`src/rtl/cache_types.sv`:
```
// Shared types for the cache <-> physical-memory line adaptor.
// A 256-bit cache line moves as four 64-bit beats, lowest beat first.
package cache_types;

    localparam int CLA_BEATS       = 4;
    localparam int CLA_LINE_OFFSET = 5;

    typedef logic [255:0] llc_cacheline;
    typedef logic [63:0]  cla_beat_t;

    typedef enum logic [2:0] {
        IDLE     = 3'd0,
        RD_BURST = 3'd1,
        RD_DONE  = 3'd2,
        WR_BURST = 3'd3,
        WR_DONE  = 3'd4
    } cla_state_t;

    // Clear the byte-within-line offset so the burst starts on a line boundary.
    function automatic logic [31:0] cla_line_addr(input logic [31:0] addr);
        return addr & ~((32'd1 << CLA_LINE_OFFSET) - 32'd1);
    endfunction

endpackage

```
`src/rtl/cla_line_buffer.sv`:
```
// One-line staging register for the adaptor: full-line load for writes,
// beat-indexed fill for reads, beat-indexed read port for write bursts.
module cla_line_buffer
    import cache_types::*;
#(
    parameter int BEATS = CLA_BEATS,
    parameter int IDX_W = $clog2(BEATS)
) (
    input  logic             clk,
    input  logic             rst,
    input  logic             load_en,
    input  llc_cacheline     load_line,
    input  logic             wr_en,
    input  logic [IDX_W-1:0] wr_idx,
    input  cla_beat_t        wr_beat,
    input  logic [IDX_W-1:0] rd_idx,
    output cla_beat_t        rd_beat,
    output llc_cacheline     line
);

    // Line storage: a full load takes priority over a single-beat fill.
    always_ff @(posedge clk) begin
        if (!rst) begin
            line <= '0;
        end else if (load_en) begin
            line <= load_line;
        end else if (wr_en) begin
            line[64*wr_idx +: 64] <= wr_beat;
        end
    end

    assign rd_beat = line[64*rd_idx +: 64];

endmodule

```
`src/rtl/cacheline_adaptor.sv`:
```
// Cache-line adaptor: turns one 256-bit line request from the cache into a
// 4 x 64-bit burst on the memory bus and returns a one-cycle resp_o.
// Optional feature: define CLA_TIMEOUT_EN to add a beat-gap watchdog that
// forces completion and raises a sticky error_o (parameter TIMEOUT_CYCLES).
module cacheline_adaptor
    import cache_types::*;
#(
    parameter int BEATS = CLA_BEATS
`ifdef CLA_TIMEOUT_EN
    ,
    parameter int TIMEOUT_CYCLES = 1024
`endif
) (
    input  logic         clk,
    input  logic         rst,
    input  logic [31:0]  address_i,
    input  logic         read_i,
    input  logic         write_i,
    input  llc_cacheline line_i,
    output llc_cacheline line_o,
    output logic         resp_o,
    output logic [31:0]  address_o,
    output logic         read_o,
    output logic         write_o,
    output cla_beat_t    burst_o,
    input  cla_beat_t    burst_i,
    input  logic         resp_i
`ifdef CLA_TIMEOUT_EN
    ,
    output logic         error_o
`endif
);

    localparam int              CNT_W     = $clog2(BEATS);
    localparam logic [CNT_W-1:0] LAST_BEAT = CNT_W'(BEATS - 1);

    cla_state_t       state;
    logic [CNT_W-1:0] cnt;
    logic             skip_req;
    logic             buf_load;
    logic             buf_wr;
    logic [CNT_W-1:0] rd_idx;
    cla_beat_t        rd_beat;
    logic             timed_out;

    // A write launch snapshots the whole line; read beats land at cnt.
    assign buf_load = (state == IDLE) && !skip_req && write_i && !read_i;
    assign buf_wr   = (state == RD_BURST) && resp_i;
    // Look one beat ahead so burst_o is ready the cycle after a beat is accepted.
    assign rd_idx   = cnt + CNT_W'(1);

    cla_line_buffer #(
        .BEATS (BEATS),
        .IDX_W (CNT_W)
    ) u_line_buffer (
        .clk       (clk),
        .rst       (rst),
        .load_en   (buf_load),
        .load_line (line_i),
        .wr_en     (buf_wr),
        .wr_idx    (cnt),
        .wr_beat   (burst_i),
        .rd_idx    (rd_idx),
        .rd_beat   (rd_beat),
        .line      (line_o)
    );

`ifdef CLA_TIMEOUT_EN
    localparam int WAIT_W = (TIMEOUT_CYCLES > 1) ? $clog2(TIMEOUT_CYCLES) : 1;

    logic [WAIT_W-1:0] wait_cnt;
    logic              in_burst;

    assign in_burst  = (state == RD_BURST) || (state == WR_BURST);
    assign timed_out = in_burst && !resp_i && (wait_cnt == WAIT_W'(TIMEOUT_CYCLES - 1));

    // Watchdog: counts idle burst cycles since the last beat; error is sticky.
    always_ff @(posedge clk) begin
        if (!rst) begin
            wait_cnt <= '0;
            error_o  <= 1'b0;
        end else begin
            if ((state == IDLE) || resp_i) begin
                wait_cnt <= '0;
            end else if (in_burst) begin
                wait_cnt <= wait_cnt + WAIT_W'(1);
            end
            if (timed_out) begin
                error_o <= 1'b1;
            end
        end
    end
`else
    assign timed_out = 1'b0;
`endif

    // Control FSM with registered bus outputs; resp_o is a one-cycle pulse.
    always_ff @(posedge clk) begin
        if (!rst) begin
            state     <= IDLE;
            cnt       <= '0;
            skip_req  <= 1'b0;
            resp_o    <= 1'b0;
            read_o    <= 1'b0;
            write_o   <= 1'b0;
            address_o <= '0;
            burst_o   <= '0;
        end else begin
            resp_o <= 1'b0;
            case (state)
                IDLE: begin
                    // The cache still holds its request in the cycle after resp_o;
                    // ignore that one cycle so the same request is not re-run.
                    if (skip_req) begin
                        skip_req <= 1'b0;
                    end else if (read_i) begin
                        address_o <= cla_line_addr(address_i);
                        cnt       <= '0;
                        read_o    <= 1'b1;
                        state     <= RD_BURST;
                    end else if (write_i) begin
                        address_o <= cla_line_addr(address_i);
                        cnt       <= '0;
                        write_o   <= 1'b1;
                        burst_o   <= line_i[63:0];
                        state     <= WR_BURST;
                    end
                end
                RD_BURST: begin
                    if (resp_i) begin
                        if (cnt == LAST_BEAT) begin
                            read_o <= 1'b0;
                            resp_o <= 1'b1;
                            state  <= RD_DONE;
                        end else begin
                            cnt <= cnt + CNT_W'(1);
                        end
                    end else if (timed_out) begin
                        read_o <= 1'b0;
                        resp_o <= 1'b1;
                        state  <= RD_DONE;
                    end
                end
                WR_BURST: begin
                    if (resp_i) begin
                        if (cnt == LAST_BEAT) begin
                            write_o <= 1'b0;
                            resp_o  <= 1'b1;
                            state   <= WR_DONE;
                        end else begin
                            cnt     <= cnt + CNT_W'(1);
                            burst_o <= rd_beat;
                        end
                    end else if (timed_out) begin
                        write_o <= 1'b0;
                        resp_o  <= 1'b1;
                        state   <= WR_DONE;
                    end
                end
                RD_DONE, WR_DONE: begin
                    skip_req <= 1'b1;
                    state    <= IDLE;
                end
                default: begin
                    state <= IDLE;
                end
            endcase
        end
    end

endmodule

```
`config.mk`:
```
export PLATFORM = sky130hd
export DESIGN_NAME = cacheline_adaptor
export DESIGN_NICKNAME = d
export VERILOG_FILES = /design/src/rtl/cache_types.sv /design/src/rtl/cla_line_buffer.sv /design/src/rtl/cacheline_adaptor.sv
export SDC_FILE = /design/constraint.sdc
export NUM_CORES = 1
export LEC_CHECK = 0
export CAP_MARGIN = 15
export CELL_PAD_IN_SITES_DETAIL_PLACEMENT = 1
export CELL_PAD_IN_SITES_GLOBAL_PLACEMENT = 2
export CORE_AREA = 4 4 274 276
export DETAILED_ROUTE_END_ITERATION = 8
export DIE_AREA = 0 0 278 280
export PLACE_DENSITY = 0.88
export SYNTH_ARGS = -nofsm -noshare
export SYNTH_HDL_FRONTEND = slang
export SYNTH_SLANG_ARGS = --single-unit
```
`constraint.sdc`:
```
create_clock -name clk -period 6.9 [get_ports clk]
set_clock_uncertainty 0.1 [all_clocks]
set_input_delay 0.69 -clock clk [delete_from_list [all_inputs] [get_ports clk]]
set_output_delay 0.69 -clock clk [all_outputs]
set_load 0.05 [all_outputs]
```
Word-level counts from Yosys, hierarchy flattened. Cells that the tools add are included.

Add/subtract/negate cells: 2. Eq/ne operators: 17. Shift-type cells: 3. Mux-type cells: 36. Bitwise logic cells: 1. Reductions and logical operators: 22.

Operators by type and width (number): 2-to-1 mux 256 bit (2); 2-to-1 mux 64 bit (5); bitwise mux 256 bit (1); variable shift 64 x 34 -> 256 bit, first input constant (1); indexed part select 256 x 9 -> 64 bit (1); indexed part select 64 x 34 -> 256 bit (1); case mux 64 bit (2 select lines) (1); 2-to-1 mux 32 bit (2); negator 8 -> 34 bit (1); 2-to-1 mux 3 bit (7); != test 2 bit, second input constant (9); AND reduction 6 bit (3); nonzero test 2 bit (6); 2-to-1 mux 2 bit (5); AND reduction 5 bit (2); case mux 3 bit (3 select lines) (1); 2-to-1 mux 1 bit (8); equality test 3 x 2 -> 1 bit, second input constant (2); case mux 1 bit (2 select lines) (3); AND reduction 3 bit (2); logical AND 1 bit (4); != test 2 x 1 -> 1 bit, second input constant (2); case mux 2 bit (2 select lines) (1); OR reduction 2 bit (2); 8 further kinds (9).

Bits in registers: 361. Output and inout bits: 355. Logic and storage cells: 90.

Logic depth before layout (Yosys ltp).
Depth after elaboration: 5. Gate-level depth with buffers: 13. Depth with buffers taken out: 6.

Modules after synthesis. From an unflattened synthesis, not the netlist that was laid out.

Cells, all modules: 1827. Area, all modules: 17817.1 µm².

Modules (own cells, without submodules): cla_line_buffer (instances 1, cells an instance 1265, area an instance 12679.7 µm², sequential area each 5124.9 µm²); cacheline_adaptor (instances 1, cells an instance 562, area an instance 5137.4 µm², sequential area each 2001.9 µm²).

Worst setup path after synthesis. No wires, ideal clock.

Path type: register to register. Start: reg cnt[0]. End: reg burst_o[12]. Setup time: 126 ps. Arrival time: 2937 ps. Slack: 3738 ps. Stages on the path, launching flop included: 12. Buffers on the path: 6. Period minus slack after synthesis: 3162 ps. Cell sequence: dfxtp_1 > buf_2 > buf_1 > clkbuf_1 > inv_1 > ha_1 > clkbuf_1 > buf_2 > buf_2 > mux4_2 > nand2_1 > a31oi_1.

Cells in the longest elaborated chain, start to end: 5. Elaborated cells between the ends (all ways): 8. Classes of those cells: add/sub (1); eq/ne (2); shift (1); mux (3); reduce/logical (1).

Ends and longest elaborated chain: start: declaration (RTL line cacheline_adaptor.sv:38) `logic [CNT_W-1:0] cnt;`; start signal: assignment (RTL line cacheline_adaptor.sv:136) `cnt <= cnt + CNT_W'(1);`; start signal: assignment (RTL line cacheline_adaptor.sv:151) `cnt <= cnt + CNT_W'(1);`; adder 2 x 1 -> 2 bit (RTL line cacheline_adaptor.sv:50) `assign rd_idx = cnt + CNT_W'(1);`; indexed part select 256 x 9 -> 64 bit (RTL line cla_line_buffer.sv:32) `assign rd_beat = line[64*rd_idx +: 64];`; 2-to-1 mux 64 bit (RTL line cacheline_adaptor.sv:146) `if (cnt == LAST_BEAT) begin`; 2-to-1 mux 64 bit (RTL line cacheline_adaptor.sv:145) `if (resp_i) begin`; case mux 64 bit (2 select lines) (RTL line cacheline_adaptor.sv:110) `case (state)`; end signal: assignment (RTL line cacheline_adaptor.sv:125) `burst_o <= line_i[63:0];`; end signal: assignment (RTL line cacheline_adaptor.sv:152) `burst_o <= rd_beat;`; end: declaration (RTL line cacheline_adaptor.sv:25) `output cla_beat_t burst_o,`.

Several ways; a longest one is shown, not always the timed one. The select of a mux whose other input is x is not followed. A chain may end at the register's enable or synchronous reset.

Worst setup path in the final report.
Start: reg cnt[0]. End: reg u_line_buffer.line[127].

Cells in the longest elaborated chain, start to end: 5. Elaborated cells between the ends (all ways): 6. Classes of those cells: add/sub (1); shift (2); mux (3).

Ends and longest elaborated chain: negator 8 -> 34 bit (*) (RTL line cla_line_buffer.sv:28) `line[64*wr_idx +: 64] <= wr_beat;`; indexed part select 64 x 34 -> 256 bit / variable shift 64 x 34 -> 256 bit (equally long branches) (RTL line cla_line_buffer.sv:28); bitwise mux 256 bit (*) (RTL line cla_line_buffer.sv:28); 2-to-1 mux 256 bit (*) (RTL line cla_line_buffer.sv:27) `end else if (wr_en) begin`; 2-to-1 mux 256 bit (*) (RTL line cla_line_buffer.sv:25) `end else if (load_en) begin`; end signal: assignment (RTL line cla_line_buffer.sv:26) `line <= load_line;`; end signal: indexed assignment (RTL line cla_line_buffer.sv:28); end: declaration (RTL line cla_line_buffer.sv:18) `output llc_cacheline line`.

Mark *: on every way between the ends. The rest lies on a longest branch, timed or not. The select of a mux whose other input is x is not followed.

==> out/results.ini <==
[outcome]
status=finished clean

[critical_path]
reg2regPathDepth=8
worstPathCellList=inv_1 > ha_4 > and4b_2 > buf_4 > and3_2 > buf_4 > a222oi_1 > inv_1
required_ns=7.29
path_class=flop to flop
slowest_stage=ha_4
max_stage_delay_ns=1.06
crit_arrival_ns=5.26
reg2reg_to=u_line_buffer.line[127]
cp-end-kind=flop
rr_startpoint=cnt[0]
path_max_fanout=44
rrSetupSlack_ns=2.04
cp-start-kind=flop

[sta]
slew_headroom_pct=25.1
finalCriticalPeriod_ns=4.86
worst_pin_slew_ns=1.12
fmax_ghz=0.206
grt_setup_unrepaired=no
finalHoldViolCount=0
timing.final.crit_share_pct=70.5
slew_viol_final=0
tns_ns=0
setup_viol=0
hold_slack_ns=0.358

[yosys]
synth_cells=1779
ys_warn_count=0
synth_edf_count=0
syn-cell-area_sq_um=16600
ys_seq_elements=356
syn_avg_cell_area_sq_um=9.34
synth.area.top_cells=dfxtp_1, o311a_1, mux4_2
yosys.area.top_type_share_pct=42.9
async_flop_share_pct=0
yosys.area.top_type=dfxtp_1
synth.distinct_cells=41
seq_area_frac_synth_pct=42.9
synthFlopType=dfxtp_1

[finish]
final_nets=2707
syn2layout_area_growth_pct=55.8
drive_gt1_share_pct=8.28
mostFrequentLayoutCells=clkdlybuf4s50_1, nand2_1, dfxtp_1, a2bb2oi_1, o311a_1
final_common_cell=clkdlybuf4s50_1
post-route-util_pct=35.7
fill_cells=8199
finish.instance_area_sq_um=25900

[clock_network]
cts-root-buf=clkbuf_16
clk_latency_ns=0.57
clockBufferDepth=3
hold_buffers=0
cts.htree.levels=2
post_cts_resized=0
numCtsBuffers=45
cts_tree=built
cts.sinks=356
cts_setup_buffers=0
clk_pin_slew_worst_paths_ns=0.06

[flow_run]
drv_cap=0

[floorplan]
core_sq_um=72600
start_util_pct=22.9
dieArea_sq_um=77800
die_h_um=280
rows=99
die_x_um=278
num_io_pins=712

[worst_hold_path]
hp-start=address_o[14]
whs_path_depth=2
hold_path.class=flop to flop
min_to=address_o[14]

[global_routing]
grt_max_degree=128
gr-total-overflow=0
grt_pass1_vias=19800
grt_pass1_wl_um=136000
antenna_found_initial=11
groute.usage.overall_pct=22.7

[place]
numPortBuffers=701
dpl_cell_area_sq_um=24300
dp_hpwl_um=62800
gp_congestion=0.883

[drt]
drt_first_pass_iters=8
num_vias=18500
finalWirelength_um=93800
ant_nets=0
drt_iter0_drc=1422
wl_per_cell_um=28.0
via_per_inst=5.52
drcViolationCount=0

[power_and_ir_drop]
power.total_mw=7.13
max-vdd-ir-drop_mv=0.158
power_density_nw_per_um2=275
leakagePower_nw=10.0

synth_stat cells, types with 4 or more instances:
library cell    n
a2bb2oi_1     148
a31oi_1        89
nand3_1        26
clkbuf_1      133
dfxtp_1       356
a32oi_1         5
ha_1            5
and2_1          6
a21oi_1        35
a222oi_1       53
o311a_1       148
nor2_1         46
buf_2          55
buf_4          18
a221oi_1       27
inv_1          42
buf_1          12
o21ai_0       117
mux4_2         64
nor4bb_1        4
nand2_1       364
metrics by stage:
stage,setup slack (ns),std cells
after CTS,2.00,3339
after global placement,2.18,3257
final,2.04,3345
after detailed placement,2.04,3257
after global routing,1.73,3342
after floorplan,3.74,1783
layer usage:
| metal | part of all wire, % | track usage (%) |
|---|---|---|
| met5 | 0.085 | 0 |
| met4 | 4.0 | 8.66 |
| met3 | 7.9 | 5.88 |
| met2 | 49 | 39.9 |
| met1 | 39 | 26.7 |
where the power goes:
| group | internal, mW | leakage (nW) | switching, mW |
|---|---|---|---|
| registers | 2.25 | 2.92 | 0.180 |
| clock network | 1.54 | 0.777 | 0.980 |
| logic | 0.825 | 6.30 | 1.35 |
| total | 4.62 | 10.0 | 2.51 |
worst max-delay path by stage:
stage / to / startpoint / cells past startpoint
after global placement: u_line_buffer.line[121] / cnt[0] / 8
after global routing: u_line_buffer.line[127] / cnt[0] / 8
after detailed placement: u_line_buffer.line[127] / cnt[0] / 8
final: u_line_buffer.line[127] / cnt[0] / 8
after floorplan: burst_o[12] / cnt[0] / 11
after CTS: u_line_buffer.line[127] / cnt[0] / 8
critical path: cells and delay by family, from the launching register on:
kind / cells / cell delay (ns)
buffers and inverters: 4 / 1.30
AND/OR/NAND/NOR: 2 / 1.15
adder cells (fa/ha/maj): 1 / 1.06
flip-flops: 1 / 0.95
AO/OA/AOI/OAI: 1 / 0.14
state kept, by name (all words and copies together), names as in the netlist:
signal and flops:
address_o 27, burst_o 64, cnt 2, read_o 1
resp_o 1, skip_req 1, state 3, u_line_buffer.line 256
write_o 1
final cells by class:
class                      count  area [sq um]  area share (%)
sequential                   356          7130            27.5
clock buffer                  66          1350            5.21
multi-input combinational   1166          8510            32.9
antenna                        6          15.0          0.0580
tap                          959          1200            4.64
inverter                      42           158           0.609
clock inverter                16           216           0.836
timing repair buffer         734          7310            28.2
cells by family after synthesis:
family	synth area share, %
muxes	8.74
DFF	42.9
other	0.0226
AOI/OAI and AO/OA	30.0
buffers and inverters	6.76
adders and majority gates	0.377
and+or+nand+nor	11.2
No activity file was read; power rests on OpenSTA's default activity.
